[config.mk]
export PLATFORM = sky130hd
export DESIGN_NAME = piano_key_scanner
export DESIGN_NICKNAME = d
export VERILOG_FILES = /design/src/rtl/piano_pkg.sv /design/src/rtl/key_debounce.sv /design/src/rtl/piano_key_scanner.sv
export SDC_FILE = /design/constraint.sdc
export NUM_CORES = 1
export LEC_CHECK = 0
export ABC_AREA = 1
export CAP_MARGIN = 20
export CORE_MARGIN = 3
export CORE_UTILIZATION = 48
export CTS_CLUSTER_DIAMETER = 200
export CTS_CLUSTER_SIZE = 40
export DETAILED_ROUTE_END_ITERATION = 12
export GPL_TIMING_DRIVEN = 1
export PLACE_DENSITY = 0.63
export SLEW_MARGIN = 20
export SYNTH_ARGS = -nofsm -noshare
export SYNTH_HDL_FRONTEND = slang
export SYNTH_HIERARCHICAL = 1
export SYNTH_SLANG_ARGS = --single-unit
[constraint.sdc]
create_clock -name clk -period 1.76 [get_ports clk]
set_clock_uncertainty 0.15 [all_clocks]
set_input_delay 0.44 -clock clk [delete_from_list [all_inputs] [get_ports clk]]
set_output_delay 0.44 -clock clk [all_outputs]
set_load 0.005 [all_outputs]
[src/rtl/piano_pkg.sv]
// rtl/piano_pkg.sv - shared note codes, octave limit and scanner FSM state type
package piano_pkg;

  localparam logic [3:0] NOTE_REST = 4'd15;
  localparam logic [3:0] NOTE_C    = 4'd0;
  localparam logic [3:0] NOTE_D    = 4'd1;
  localparam logic [3:0] NOTE_E    = 4'd2;
  localparam logic [3:0] NOTE_F    = 4'd3;
  localparam logic [3:0] NOTE_G    = 4'd4;
  localparam logic [3:0] NOTE_A    = 4'd5;
  localparam logic [3:0] NOTE_B    = 4'd6;

  localparam int OCT_MAX = 5;

  typedef enum logic {
    IDLE = 1'b0,
    HELD = 1'b1
  } state_t;

endpackage

[src/rtl/key_debounce.sv]
// rtl/key_debounce.sv - 2-flop synchroniser plus counter debouncer for one raw input
module key_debounce #(
  parameter int DEBOUNCE_CYCLES = 1000000,
  parameter int CNT_W           = 20
) (
  input  logic clk,
  input  logic rst_n,
  input  logic raw,
  output logic level
);

  logic             sync1;
  logic             sync2;
  logic [CNT_W-1:0] cnt;

  // Any sample agreeing with the stable level restarts the count, so bounces reset it.
  always_ff @(posedge clk or negedge rst_n) begin
    if (!rst_n) begin
      sync1 <= 1'b0;
      sync2 <= 1'b0;
      level <= 1'b0;
      cnt   <= '0;
    end else begin
      sync1 <= raw;
      sync2 <= sync1;
      if (sync2 == level) begin
        cnt <= '0;
      end else if (cnt == CNT_W'(DEBOUNCE_CYCLES - 1)) begin
        level <= ~level;
        cnt   <= '0;
      end else begin
        cnt <= cnt + 1'b1;
      end
    end
  end

endmodule

[src/rtl/piano_key_scanner.sv]
// rtl/piano_key_scanner.sv - debounced key/octave scanner presenting a registered note/octave pair
module piano_key_scanner #(
  parameter int NUM_KEYS        = 7,
  parameter int DEBOUNCE_CYCLES = 1000000,
  parameter int CNT_W           = 20,
  parameter int OCT_DEFAULT     = 2,
  parameter int OCT_MAX         = piano_pkg::OCT_MAX
) (
  input  logic                clk,
  input  logic                rst_n,
  input  logic [NUM_KEYS-1:0] keys,
  input  logic                oct_up,
  input  logic                oct_down,
  output logic [3:0]          note,
  output logic [2:0]          octave,
  output logic                note_on,
  output logic                note_strobe
);

  import piano_pkg::*;

  logic [NUM_KEYS+1:0] raw_all;
  logic [NUM_KEYS+1:0] lvl_all;
  logic [NUM_KEYS-1:0] key_lvl;
  logic                up_lvl, down_lvl, up_prev, down_prev;
  logic                up_edge, down_edge;
  logic                cur_held;

  state_t     state, state_next;
  logic [3:0] note_next;
  logic [2:0] oct_next;
  logic       note_on_next;
  logic       strobe_next;

  assign raw_all = {oct_down, oct_up, keys};

  for (genvar g = 0; g < NUM_KEYS + 2; g++) begin : g_deb
    key_debounce #(
      .DEBOUNCE_CYCLES(DEBOUNCE_CYCLES),
      .CNT_W          (CNT_W)
    ) u_deb (
      .clk  (clk),
      .rst_n(rst_n),
      .raw  (raw_all[g]),
      .level(lvl_all[g])
    );
  end

  assign key_lvl   = lvl_all[NUM_KEYS-1:0];
  assign up_lvl    = lvl_all[NUM_KEYS];
  assign down_lvl  = lvl_all[NUM_KEYS+1];
  assign up_edge   = up_lvl & ~up_prev;
  assign down_edge = down_lvl & ~down_prev;

  function automatic logic [3:0] lowest(input logic [NUM_KEYS-1:0] k);
    logic [3:0] r;
    r = NOTE_REST;
    for (int i = NUM_KEYS - 1; i >= 0; i--) begin
      if (k[i]) r = 4'(i);
    end
    return r;
  endfunction

  // The presented note doubles as the latched current key index.
  always_comb begin
    cur_held = 1'b0;
    for (int i = 0; i < NUM_KEYS; i++) begin
      if (note == 4'(i)) cur_held = key_lvl[i];
    end
  end

  always_comb begin
    state_next   = state;
    note_next    = note;
    note_on_next = note_on;
    oct_next     = octave;
    case (state)
      IDLE: begin
        if (|key_lvl) begin
          state_next   = HELD;
          note_next    = lowest(key_lvl);
          note_on_next = 1'b1;
        end
      end
      HELD: begin
        if (!cur_held) begin
          if (|key_lvl) begin
            note_next = lowest(key_lvl);
          end else begin
            state_next   = IDLE;
            note_next    = NOTE_REST;
            note_on_next = 1'b0;
          end
        end
      end
      default: state_next = IDLE;
    endcase
    if (up_edge && !down_edge && octave != 3'(OCT_MAX)) begin
      oct_next = octave + 3'd1;
    end else if (down_edge && !up_edge && octave != 3'd0) begin
      oct_next = octave - 3'd1;
    end
    strobe_next = (note_next != note) || (oct_next != octave) || (note_on_next != note_on);
  end

  always_ff @(posedge clk or negedge rst_n) begin
    if (!rst_n) begin
      state       <= IDLE;
      note        <= NOTE_REST;
      octave      <= 3'(OCT_DEFAULT);
      note_on     <= 1'b0;
      note_strobe <= 1'b0;
      up_prev     <= 1'b0;
      down_prev   <= 1'b0;
    end else begin
      state       <= state_next;
      note        <= note_next;
      octave      <= oct_next;
      note_on     <= note_on_next;
      note_strobe <= strobe_next;
      up_prev     <= up_lvl;
      down_prev   <= down_lvl;
    end
  end

endmodule

# After elaboration in Yosys (flattened, before gate mapping)
# Index checks and enable logic that the tools add are counted.
# word_totals
register_bits,219
memories,0
rom_bits,0
latchBits,0
mem_bits_rw,0
# op_classes
div,0
n_bitwise,23
n_mux,45
multipliers,0
add_sub_neg,11
order_cmp,0
n_shift,0
eq_ne,28
reduce_logical,20
# ops
operator,n
$mux 20,18
$add 20x1->20 const B,9
$eq 20x20->1 const B,9
$mux 4,10
$not 1->1,21
$reduce_and 2->1,9
$eq 4x3->1 const B,3
$mux 1,12
$eq 1x1->1,9
$eq 4x2->1 const B,2
$pmux 4 s2,1
$reduce_or 7->1,1
$mux 3,2
$eq 4x1->1 const B,1
$logic_and 1x1->1,4
$logic_not 4->1,1
$ne 4x4->1,1
$pmux 1 s2,2
$add 3x1->3 const B,1
$ne 3x3->1,1
$ne 3x3->1 const B,1
$reduce_bool 3->1,1
$sub 3x1->3 const B,1
$and 1x1->1,2
other kinds (3),5

# Longest topological paths before layout
# Gate-level depths: netlist (run 1).
# logic_depth
ltp_word,13
mapped_depth,13
depth_no_buf,12

# Modules after synthesis
# The synthesis (run 1) kept the hierarchy.
# by_module_without_submodules
mod,cells_per_inst,n_inst,area_per_inst_um2
key_debounce,161,9,1335.0
piano_key_scanner,121,1,933.4

# Worst setup path before layout (run 1)
# No wires, ideal clock.
# synth_path
kind,register to register
startpoint,register octave[0]
endpoint,register note_strobe
arrival_ns,1.355
setup_slack_ns,0.137
setup_ns,0.119
path_buffers,0
synth_period_minus_slack_ns,1.623
stages_incl_launch_ff,10
cell_sequence,dfrtp_1 > inv_1 > ha_1 > inv_1 > o21ai_2 > nand2_2 > o21bai_1 > nand3b_1 > nor2_1 > nand2_1
# synth_via
elab_chain_cells,7
# synth_rtl
item,line_no,source
"start, declared",piano_key_scanner.sv:15,"output logic [2:0] octave,"
"start signal, assigned",piano_key_scanner.sv:110,octave <= 3'(OCT_DEFAULT);
"start signal, assigned",piano_key_scanner.sv:118,octave <= oct_next;
"parallel branches: the longest is 4 deep, another holds $sub 3x1->3",-,
$ne 3x3->1 *,piano_key_scanner.sv:103,strobe_next = (note_next != note) || (oct_next != octave) || (note_on_next != note_on);
$logic_or 1x1->1 * (2 in series),piano_key_scanner.sv:103,
named net strobe_next,piano_key_scanner.sv:33,logic strobe_next;
"end signal, assigned",piano_key_scanner.sv:120,note_strobe <= strobe_next;
"end, declared",piano_key_scanner.sv:17,output logic note_strobe
# Mark *: on every way through the listed nets, which the timed path passes.
# A chain may end at the register's enable or synchronous reset.

# Final worst setup path (run 1)
# layout_path
startpoint,register note[0]
endpoint,register note[0]
# layout_via
elab_chain_cells,10
# layout_rtl
item,line_no,source
"start, declared",piano_key_scanner.sv:14,"output logic [3:0] note,"
"start signal, assigned",piano_key_scanner.sv:117,note <= note_next;
$logic_not 4->1,piano_key_scanner.sv:68,if (note == 4'(i)) cur_held = key_lvl[i];
$mux 1 (7 in series),piano_key_scanner.sv:68,
$mux 4,piano_key_scanner.sv:86,if (!cur_held) begin
$pmux 4 s2 *,piano_key_scanner.sv:77,case (state)
named net note_next[0],piano_key_scanner.sv:30,logic [3:0] note_next;
# Mark *: on every way through the listed nets, which the timed path passes. The rest lies on a longest branch.

==> reports/metrics.yaml, run 1 <==
place:
  post-place-cells: 1947
  place_ws_ns: 0.07144
  globalplace.congestion: 0.8870
  dp_hpwl_um: 19240
  portBuffers: 19
timing:
  fin_crit_sh_pct: 100.8
  setup_ws_ns: -0.01354
  max_freq_mhz: 563.8
  period_minus_slack_ns: 1.774
  hold_slack_ns: 0.2095
  finalHoldViolations: 0
  finalSetupViolations: 2
  slew_viol_final: 0
  tightest_slew_ns: 0.4103
  maxSlewHeadroom_pct: 72.63
  rsz0062_at_grt: "true"
floorplan:
  initial_core_util_pct: 49.27
  die_area_mm2: 0.02898
  coreArea_mm2: 0.02628
  die_h_um: 170.2
  die_x_um: 170.2
  rows: 59
  ioPinCount: 20
cts:
  clockBufferDepth: 3
  clk_latency_ns: 0.48
  cts_made_buffers: 9
  cts_root_buffer: "clkbuf_16"
  clock-sinks: 219
  cts_tree: "done"
  path_clk_slew_ns: 0.14
  htree_levels: 1
routing:
  detailedRoute.firstPassIterationCount: 6
  ant_nets: 0
  drcViolationCount: 0
  wl_um: 25210
  num_vias: 9807
  first_iter_violations: 758
  wl_per_cell_um: 12.79
  vias_per_cell: 4.976
logic_synthesis:
  syn_area_per_cell_um2: 8.248
  synthSimpleGateAreaFrac_pct: 41.35
  synthMuxAreaShare_pct: 0.07730
  synth-xor-area-share_pct: 6.812
  synth_seq_area_share_pct: 42.37
  syn_inst: 1570
  synth_nets: 1594
  ys.flop_type: "dfrtp_1"
  yosys.area.top_type: "dfrtp_1"
  synth_area_mm2: 0.01295
  synth_commonest_cells: "nor2_1 (337), dfrtp_1 (214), nand2_1 (213), inv_1 (140), nand3_1 (109)"
  synth_top_area_share_pct: 41.36
  synth-compound-area-share_pct: 3.237
  ys.warnings.count: 6
  synthAdderAreaFrac_pct: 1.256
  ys_ff_latch: 219
  synth_edf_count: 0
  synthMostInstantiatedCell: "nor2_1"
  synth_top_family_by_area: "simple AND/OR/NAND/NOR gates"
  async_flop_share_pct: 100.0
  synth_area_leaders: "dfrtp_1 (41%), nor2_1 (9.8%), nand2_1 (6.2%)"
  synth_cell_type_count: 35
worst_setup_path:
  critPathTopFamily: "flip-flops"
  reg2reg_to: "note[0]"
  ff2ff_path_depth: 10
  r2r-start: "note[0]"
  crit_buf_inv: 2
  r2r_slack_ns: -0.01
  cp_slowest_cell: "dfstp_2"
  cp_max_fo: 8
  crit_top_cell: "nand2_1"
  end_kind: "flip-flop"
  path_class: "flip-flop to flip-flop"
  max_stage_delay_ns: 0.57
  arrival_ns: 2.05
  required_ns: 2.04
  crit_path_cell_trace: "buf_8 > nand2_1 > nand3_1 > nand2_1 > nand2_2 > nand3_2 > nand2_1 > nand2_2 > buf_4 > o21a_1"
  cp-start-kind: "flip-flop"
pwr:
  power.total_uw: 8110
  leakagePower_uw: 0.006032
  vdd.ir_drop.worst_mv: 0.5502
  power_density_mw_per_mm2: 570.6
global_routing:
  antenna_found_initial: 0
  grt_pass1_vias: 9451
  grt_first_pass_wirelength_um: 44100
  grt_max_degree: 45
  overflow: 0
  gr-usage-all-layers_pct: 17.80
cells_and_area:
  layout.nets: 1658
  syn2layout_area_growth_pct: 9.760
  layoutNonFillerInstCount: 1971
  drive_above_1_share_pct: 23.41
  insertedDiodeCount: 0
status:
  violations: "negative setup slack"
  status: "finished, violations left"
worst_hold_path:
  hold_path_end: "g_deb[0].u_deb/sync2"
  worstHoldStart: "g_deb[0].u_deb/sync1"
  hold_class: "flip-flop to flip-flop"
  worstHoldPathCells: 0
run:
  maxCapViolations: 0
-- registers in the layout (all words and copies together), names as in the netlist --
name	cells
g_deb.u_deb/sync1	9
down_prev	1
g_deb.u_deb/level	9
note_strobe	1
g_deb.u_deb/cnt	180
state	1
octave	3
up_prev	1
g_deb.u_deb/sync2	9
note_on	1
note	4
-- metrics by stage --
stage | area, um2 | TNS [ns] | util, %
floorplan | 12950 | 0 | -
global placement | 13790 | 0 | 52.49
detailed placement | 13790 | 0 | 52.49
CTS | 14120 | -0.02486 | 53.72
global route | 14210 | -0.3517 | 54.08
finish | 14210 | -0.02022 | 54.08
-- cells in the final DEF, fill, tap and decap left out, types with 6 or more instances in the layout --
cell             instances
nand2_4                 19
inv_1                  136
nor3b_2                 18
nand4_1                 39
xor2_1                  66
a21oi_1                 19
clkdlybuf4s50_1          9
nor3_2                   9
nand2_2                 90
inv_2                   25
nor2_1                 332
o21ai_0                 12
buf_6                    6
nand2_1                211
xor2_2                   9
nor2_2                  58
ha_1                    12
xnor2_1                 18
buf_4                   26
nand3_2                 22
dfrtp_1                214
nor2_4                  57
o21ai_1                 37
nand3_1                107
or2_2                    9
nand3b_1                10
nor3_1                  18
clkbuf_16                9
-- repair_timing --
action                     CTS  global route
pin swaps                    1             9
setup endpoints to repair    9            20
buffers inserted             9             2
hold endpoints to repair    58             0
hold buffers                 1             0
gates cloned                 0             0
gates resized for setup     31            30
-- final cells by class --
type / instances / area [um2]
inverter: 164 / 628.1
clock inverter: 1 / 30.03
tap: 335 / 419.2
sequential: 219 / 5487
fill: 2463 / 12070
timing repair buffer: 54 / 513.0
multi-input combinational: 1186 / 6899
clock buffer: 12 / 236.5
-- report_power, final --
part | internal (uW) | switching [uW] | total, uW
Clock | 994 | 1570 | 2560
Sequential | 5100 | 50.3 | 5150
Combinational | 126 | 267 | 394
Total | 6220 | 1890 | 8110
-- logic make-up (layout without fill, tap and decap cells) --
logic type      Yosys count  after routing
compound gates           77             77
xor+xnor                 93             93
fa+ha+maj                13             13
buf+inv                 165            231
flops                   219            219
mux                       1              1
simple gates           1002           1002
-- layer usage --
layer | GRT usage [%] | vias up | wire [um]
li1 | - | 5104 | -
met1 | 26.17 | 4582 | 12890
met2 | 29.02 | 97 | 11450
met3 | 1.742 | 24 | 486
met4 | 3.351 | 0 | 378
met5 | 0 | - | 0
-- worst max-delay path by stage --
stage,slack [ns],end,from,depth (start not counted)
after floorplan,0.14,note_strobe,octave[0],9
after global placement,0.08,note_strobe,note[0],12
after detailed placement,0.07,note_strobe,octave[1],9
after CTS,-0.02,note_strobe,octave[0],10
after global routing,-0.08,note_strobe,note[2],12
final,-0.01,note[0],note[0],10
Note: power is estimated with default switching activity, not from simulation.
==> inputs of run 2 (changes only) <==
CTS_BUF_LIST = sky130_fd_sc_hd__clkbuf_8   (was not set)
==> reports/metrics.yaml, run 2 (synthesized netlist as in run 1, its figures left out) <==
status:
  status: "finished, violations left"
  violations: "negative setup slack"
routing:
  drcViolationCount: 0  # unchanged
  wl_um: 24960  # -0.98%
  num_vias: 9820  # +0.13%
  ant_nets: 0  # unchanged
  wl_per_cell_um: 12.67  # -0.93%
  first_iter_violations: 679  # -10%
  detailedRoute.firstPassIterationCount: 5  # -1
  vias_per_cell: 4.985  # +0.18%
place:
  globalplace.congestion: 0.8870  # unchanged
  place_ws_ns: 0.07144  # unchanged
  portBuffers: 19  # unchanged
  dp_hpwl_um: 19240  # unchanged
  post-place-cells: 1947  # unchanged
timing:
  period_minus_slack_ns: 1.811  # +0.03738 ns
  maxSlewHeadroom_pct: 72.65  # about the same
  finalSetupViolations: 9  # +7
  finalHoldViolations: 0  # unchanged
  max_freq_mhz: 552.2  # -2.1%
  slew_viol_final: 0  # unchanged
  rsz0062_at_grt: "true"
  fin_crit_sh_pct: 102.9  # +2.1 points
  tightest_slew_ns: 0.4099  # -0.0003556 ns
  setup_ws_ns: -0.05092  # -0.03738 ns
pwr:
  p_sw_uw: 1818  # -3.7%
  p_comb_share_pct: 5.2  # +0.3 points
  internal-power_uw: 5750  # -7.6%
  power_density_mw_per_mm2: 538.9  # -5.6%
  sequentialPowerShare_pct: 68.2  # +4.7 points
  power.total_uw: 7569  # -6.7%
  vdd.ir_drop.worst_mv: 0.4486  # -18%
  p_sw_share_pct: 24.03  # +0.75 points
  leakagePower_uw: 0.005986  # -0.76%
  pwr-share-clk_pct: 26.7  # -4.9 points
cts:
  cts_tree: "done"
  htree_levels: 1  # unchanged
  path_clk_slew_ns: 0.23  # +0.09 ns
  clockBufferDepth: 3  # unchanged
  clk_latency_ns: 0.54  # +0.06 ns
  cts_made_buffers: 9  # unchanged
  clock-sinks: 219  # unchanged
  cts_root_buffer: "clkbuf_8"
worst_setup_path:
  crit_path_cell_trace: "buf_2"
  path_class: "flip-flop to output pin"
  r2r_slack_ns: -0.04  # -0.03 ns
  end_kind: "output pin"
  critPathTopFamily: "flip-flops"
  required_ns: 1.17  # -0.87 ns
  cp_max_fo: 2  # -6
  arrival_ns: 1.22  # -0.83 ns
  max_stage_delay_ns: 0.58  # about the same
  crit_buf_inv: 1  # -1
  cp-start-kind: "flip-flop"
  cp_slowest_cell: "dfstp_2"
cells_and_area:
  final_cell_mix: "nor2_1 (334), dfrtp_1 (214), nand2_1 (212), inv_1 (142), nand3_1 (109)"
  final_common_cell: "nor2_1"
  fill_cells: 2480  # +0.69%
  largest_register: "g_deb.u_deb/cnt"
  layout.nets: 1657  # -0.060%
  multiInputGateArea_mm2: 0.006869  # -0.44%
  syn2layout_area_growth_pct: 8.455
  insertedDiodeCount: 0  # unchanged
  largest_reg_flops: 180  # unchanged
  layoutNonFillerInstCount: 1970  # -0.051%
  register_area_mm2: 0.005487  # unchanged
  drive_above_1_share_pct: 22.94  # -0.47 points
floorplan:
  initial_core_util_pct: 49.27  # unchanged
  die_h_um: 170.2  # unchanged
  coreArea_mm2: 0.02628  # unchanged
  ioPinCount: 20  # unchanged
  rows: 59  # unchanged
  die_area_mm2: 0.02898  # unchanged
  die_x_um: 170.2  # unchanged
global_routing:
  grt_pass1_vias: 9425  # -0.28%
  grt_first_pass_wirelength_um: 44050  # -0.12%
  antenna_found_initial: 0  # unchanged
  overflow: 0  # unchanged
  gr-usage-all-layers_pct: 17.75  # -0.050 points
  grt_max_degree: 45  # unchanged
worst_hold_path:
  hold_class: "primary input to flip-flop"
run:
  maxCapViolations: 0  # unchanged
## run 2: worst paths after layout
check                      cells past startpoint                 start                      to
setup / recovery                               1               note[1]                 note[1]
hold / removal                                 1               keys[5]    g_deb[5].u_deb/sync1
setup reg to reg                              10             octave[0]             note_strobe
hold reg to reg                                0  g_deb[2].u_deb/sync1    g_deb[2].u_deb/sync2
max in group asynchronous                      3                 rst_n               octave[1]
min in group asynchronous                      2                 rst_n  g_deb[6].u_deb/cnt[13]
## run 2: per-layer routing
metal / vias up / global-route usage (%) / share of wire [%] / wire, um
met2: 117 / 28.89 / 45 / 11350
met4: 0 / 3.139 / 1.4 / 344
met1: 4584 / 26.16 / 51 / 12630
li1: 5098 / - / - / -
met3: 21 / 1.835 / 2.5 / 628
met5: - / 0 / 0 / 0
## run 2: what timing repair did
action,4_1_cts,5_1_grt
hold buffers,1,0
setup buffers,9,1
resized for setup,40,10
hold endpoints to repair,218,0
pin swaps,1,1
endpoints found under the setup margin,9,28
## run 2: area by class of cell
type | instances | share of cell area, %
Clock inverter | 4 | 0.2940
Inverter | 164 | 4.437
Multi-Input combinational cell | 1186 | 48.91
Sequential cell | 219 | 39.07
Clock buffer | 9 | 0.8820
Tap cell | 335 | 2.985
Timing Repair Buffer | 53 | 3.421
## run 2: per-stage QoR
step	utilization [%]	instance area [um2]	hold slack (ns)	setup TNS (ns)
after floorplan	-	12950	-0.005591	0
after global placement	52.49	13790	0.1850	0
after detailed placement	52.49	13790	0.1847	0
after CTS	53.33	14020	0.09978	-0.5875
after global routing	53.44	14040	0.09241	-1.205
final	53.44	14040	0.1477	-0.3254
## run 2: power by group through the flow
stage / clock [uW] / sequential [uW] / combinational [uW]
detailed placement: 0 / 5250 / 407
floorplan: 0 / 5240 / 191
finish: 2020 / 5160 / 392
global route: 2360 / 5170 / 454
CTS: 2210 / 5160 / 411
global placement: 0 / 5250 / 402
==> inputs of run 3 (changes only) <==
CTS_CLUSTER_SIZE = 24   (was 40)
TNS_END_PERCENT = 100   (was not set)
==> reports/metrics.yaml, run 3 (synthesized netlist as in run 1, its figures left out) <==
pwr:
  power_density_mw_per_mm2: 557.6  # +3.5%
  sequentialPowerShare_pct: 65.3  # -2.9 points
  internal-power_uw: 5956  # +3.6%
  p_comb_share_pct: 5.0  # -0.2 points
  pwr-share-clk_pct: 29.7  # +3.0 points
  leakagePower_uw: 0.006036  # +0.84%
  vdd.ir_drop.worst_mv: 0.4679  # +4.3%
  p_sw_uw: 1937  # +6.5%
  p_sw_share_pct: 24.54  # +0.51 points
worst_setup_path:
  arrival_ns: 1.19  # -0.03 ns
  path_class: "flip-flop to output pin"
  cp_slowest_cell: "dfrtp_1"
  cp-start-kind: "flip-flop"
  cp_max_fo: 2  # unchanged
  end_kind: "output pin"
  max_stage_delay_ns: 0.43  # -0.15 ns
  required_ns: 1.17  # about the same
  crit_top_cell: "buf_6"
  crit_path_cell_trace: "buf_6 > buf_6"
cells_and_area:
  fill_cells: 2475  # -0.20%
  insertedDiodeCount: 0  # unchanged
  largest_register: "g_deb.u_deb/cnt"
  drive_above_1_share_pct: 23.39  # +0.45 points
  largest_reg_flops: 180  # unchanged
  fin_util_pct: 53.86  # +0.42 points
  final_cell_mix: "nor2_1 (333), dfrtp_1 (214), nand2_1 (212), inv_1 (141), nand3_1 (109)"
  layout.nets: 1663  # +0.36%
  final_common_cell: "nor2_1"
  syn2layout_area_growth_pct: 9.305
timing:
  max_freq_mhz: 562.0  # +1.8%
  fin_crit_sh_pct: 101.1  # -1.8 points
  rsz0062_at_grt: "true"
  period_minus_slack_ns: 1.779  # -0.03160 ns
  tightest_slew_ns: 0.4103  # +0.0004234 ns
  finalHoldViolations: 0  # unchanged
  fin_tns_setup_ns: -0.07482  # +0.2506 ns
  finalSetupViolations: 5  # -4
  maxSlewHeadroom_pct: 72.54  # -0.11 points
  setup_ws_ns: -0.01932  # +0.03160 ns
  slew_viol_final: 0  # unchanged
global_routing:
  grt_max_degree: 45  # unchanged
  gr-usage-all-layers_pct: 18.00  # +0.25 points
  grt_pass1_vias: 9490  # +0.69%
  grt_first_pass_wirelength_um: 44370  # +0.72%
  antenna_found_initial: 0  # unchanged
  overflow: 0  # unchanged
floorplan:
  die_h_um: 170.2  # unchanged
  rows: 59  # unchanged
  coreArea_mm2: 0.02628  # unchanged
  initial_core_util_pct: 49.27  # unchanged
  ioPinCount: 20  # unchanged
  die_x_um: 170.2  # unchanged
  die_area_mm2: 0.02898  # unchanged
place:
  dp_hpwl_um: 19240  # unchanged
  globalplace.congestion: 0.8870  # unchanged
  portBuffers: 19  # unchanged
routing:
  num_vias: 9840  # +0.20%
  drcViolationCount: 0  # unchanged
  detailedRoute.firstPassIterationCount: 5  # unchanged
  vias_per_cell: 4.977  # -0.15%
  wl_per_cell_um: 12.85  # +1.4%
  ant_nets: 0  # unchanged
  wl_um: 25410  # +1.8%
  first_iter_violations: 681  # +0.29%
cts:
  htree_levels: 1  # unchanged
  cts_made_buffers: 13  # +4
  path_clk_slew_ns: 0.15  # -0.08 ns
  clockBufferDepth: 3  # unchanged
  cts_tree: "done"
  clock-sinks: 219  # unchanged
  clk_latency_ns: 0.52  # -0.02 ns
  cts_root_buffer: "clkbuf_8"
status:
  violations: "negative setup slack"
  status: "finished, violations left"
run:
  maxCapViolations: 0  # unchanged
worst_hold_path:
  hold_class: "primary input to flip-flop"
-- run 3: cell count changes in the layout (fill, tap and decap cells not counted), sizes merged --
| cell | before | now |
|---|---|---|
| clkdlybuf4s15 | 0 | 1 |
| inv | 167 | 168 |
| clkbuf | 9 | 14 |
-- run 3: metrics by stage --
step	setup slack, ns	cells	power (uW)	hold slack [ns]	area [um2]
floorplan	0.1368	1570	5428	-0.005591	12950
global placement	0.08494	1947	5649	0.1850	13790
detailed placement	0.07144	1947	5656	0.1847	13790
CTS	-0.05865	1975	8086	0.1513	14080
global route	-0.08880	1977	8290	0.1559	14150
finish	-0.01932	1977	7893	0.1830	14150
-- run 3: what timing repair did --
item / CTS / global route
hold buffers: 1 / 0
gates resized for setup: 35 / 22
setup buffers: 9 / 3
hold endpoints to repair: 218 / 0
setup endpoints to repair: 9 / 19
pin swaps: 1 / 4
-- run 3: final cells by class --
type	instances	area (um2)	share of cell area, %
Clock buffer	13	178.9	1.264
Clock inverter	5	45.04	0.3182
Inverter	164	628.1	4.438
Multi-Input combinational cell	1186	6884	48.64
Sequential cell	219	5487	38.76
Tap cell	335	419.2	2.961
Timing Repair Buffer	55	511.7	3.616
-- run 3: routing by layer --
metal  routed length, um  part of all wire [%]  GRT usage (%)  up-vias
met4                 514                   2.0          4.339        0
met1               12760                    50          26.06     4592
met2               11560                    46          29.27      106
met3                 572                   2.3          1.858       33
met5                   0                     0              0        -
li1                    -                     -              -     5109
-- run 3: final timing paths --
path                                      startpoint                endpoint  slack (ns)  cells after the start
min in group asynchronous                      rst_n  g_deb[6].u_deb/cnt[13]        0.22                      2
worst max register to register             octave[0]             note_strobe        0.01                     10
worst min-delay path                         keys[5]    g_deb[5].u_deb/sync1        0.18                      1
max in group asynchronous                      rst_n               octave[1]        0.67                      3
worst max-delay path                       octave[0]               octave[0]       -0.02                      2
worst min register to register  g_deb[0].u_deb/sync1    g_deb[0].u_deb/sync2        0.21                      0
-- run 3: critical path, delay by kind of cell, from the launching register on --
family | cells | cell delay, ns
buffers and inverters | 2 | 0.23
DFF | 1 | 0.43
-- run 3: power by group through the flow --
stage               clock network, uW  logic (uW)  registers, uW
finish                           2350         394           5150
global route                     2670         453           5170
CTS                              2520         411           5150
detailed placement                  0         407           5250
global placement                    0         402           5250
floorplan                           0         191           5240
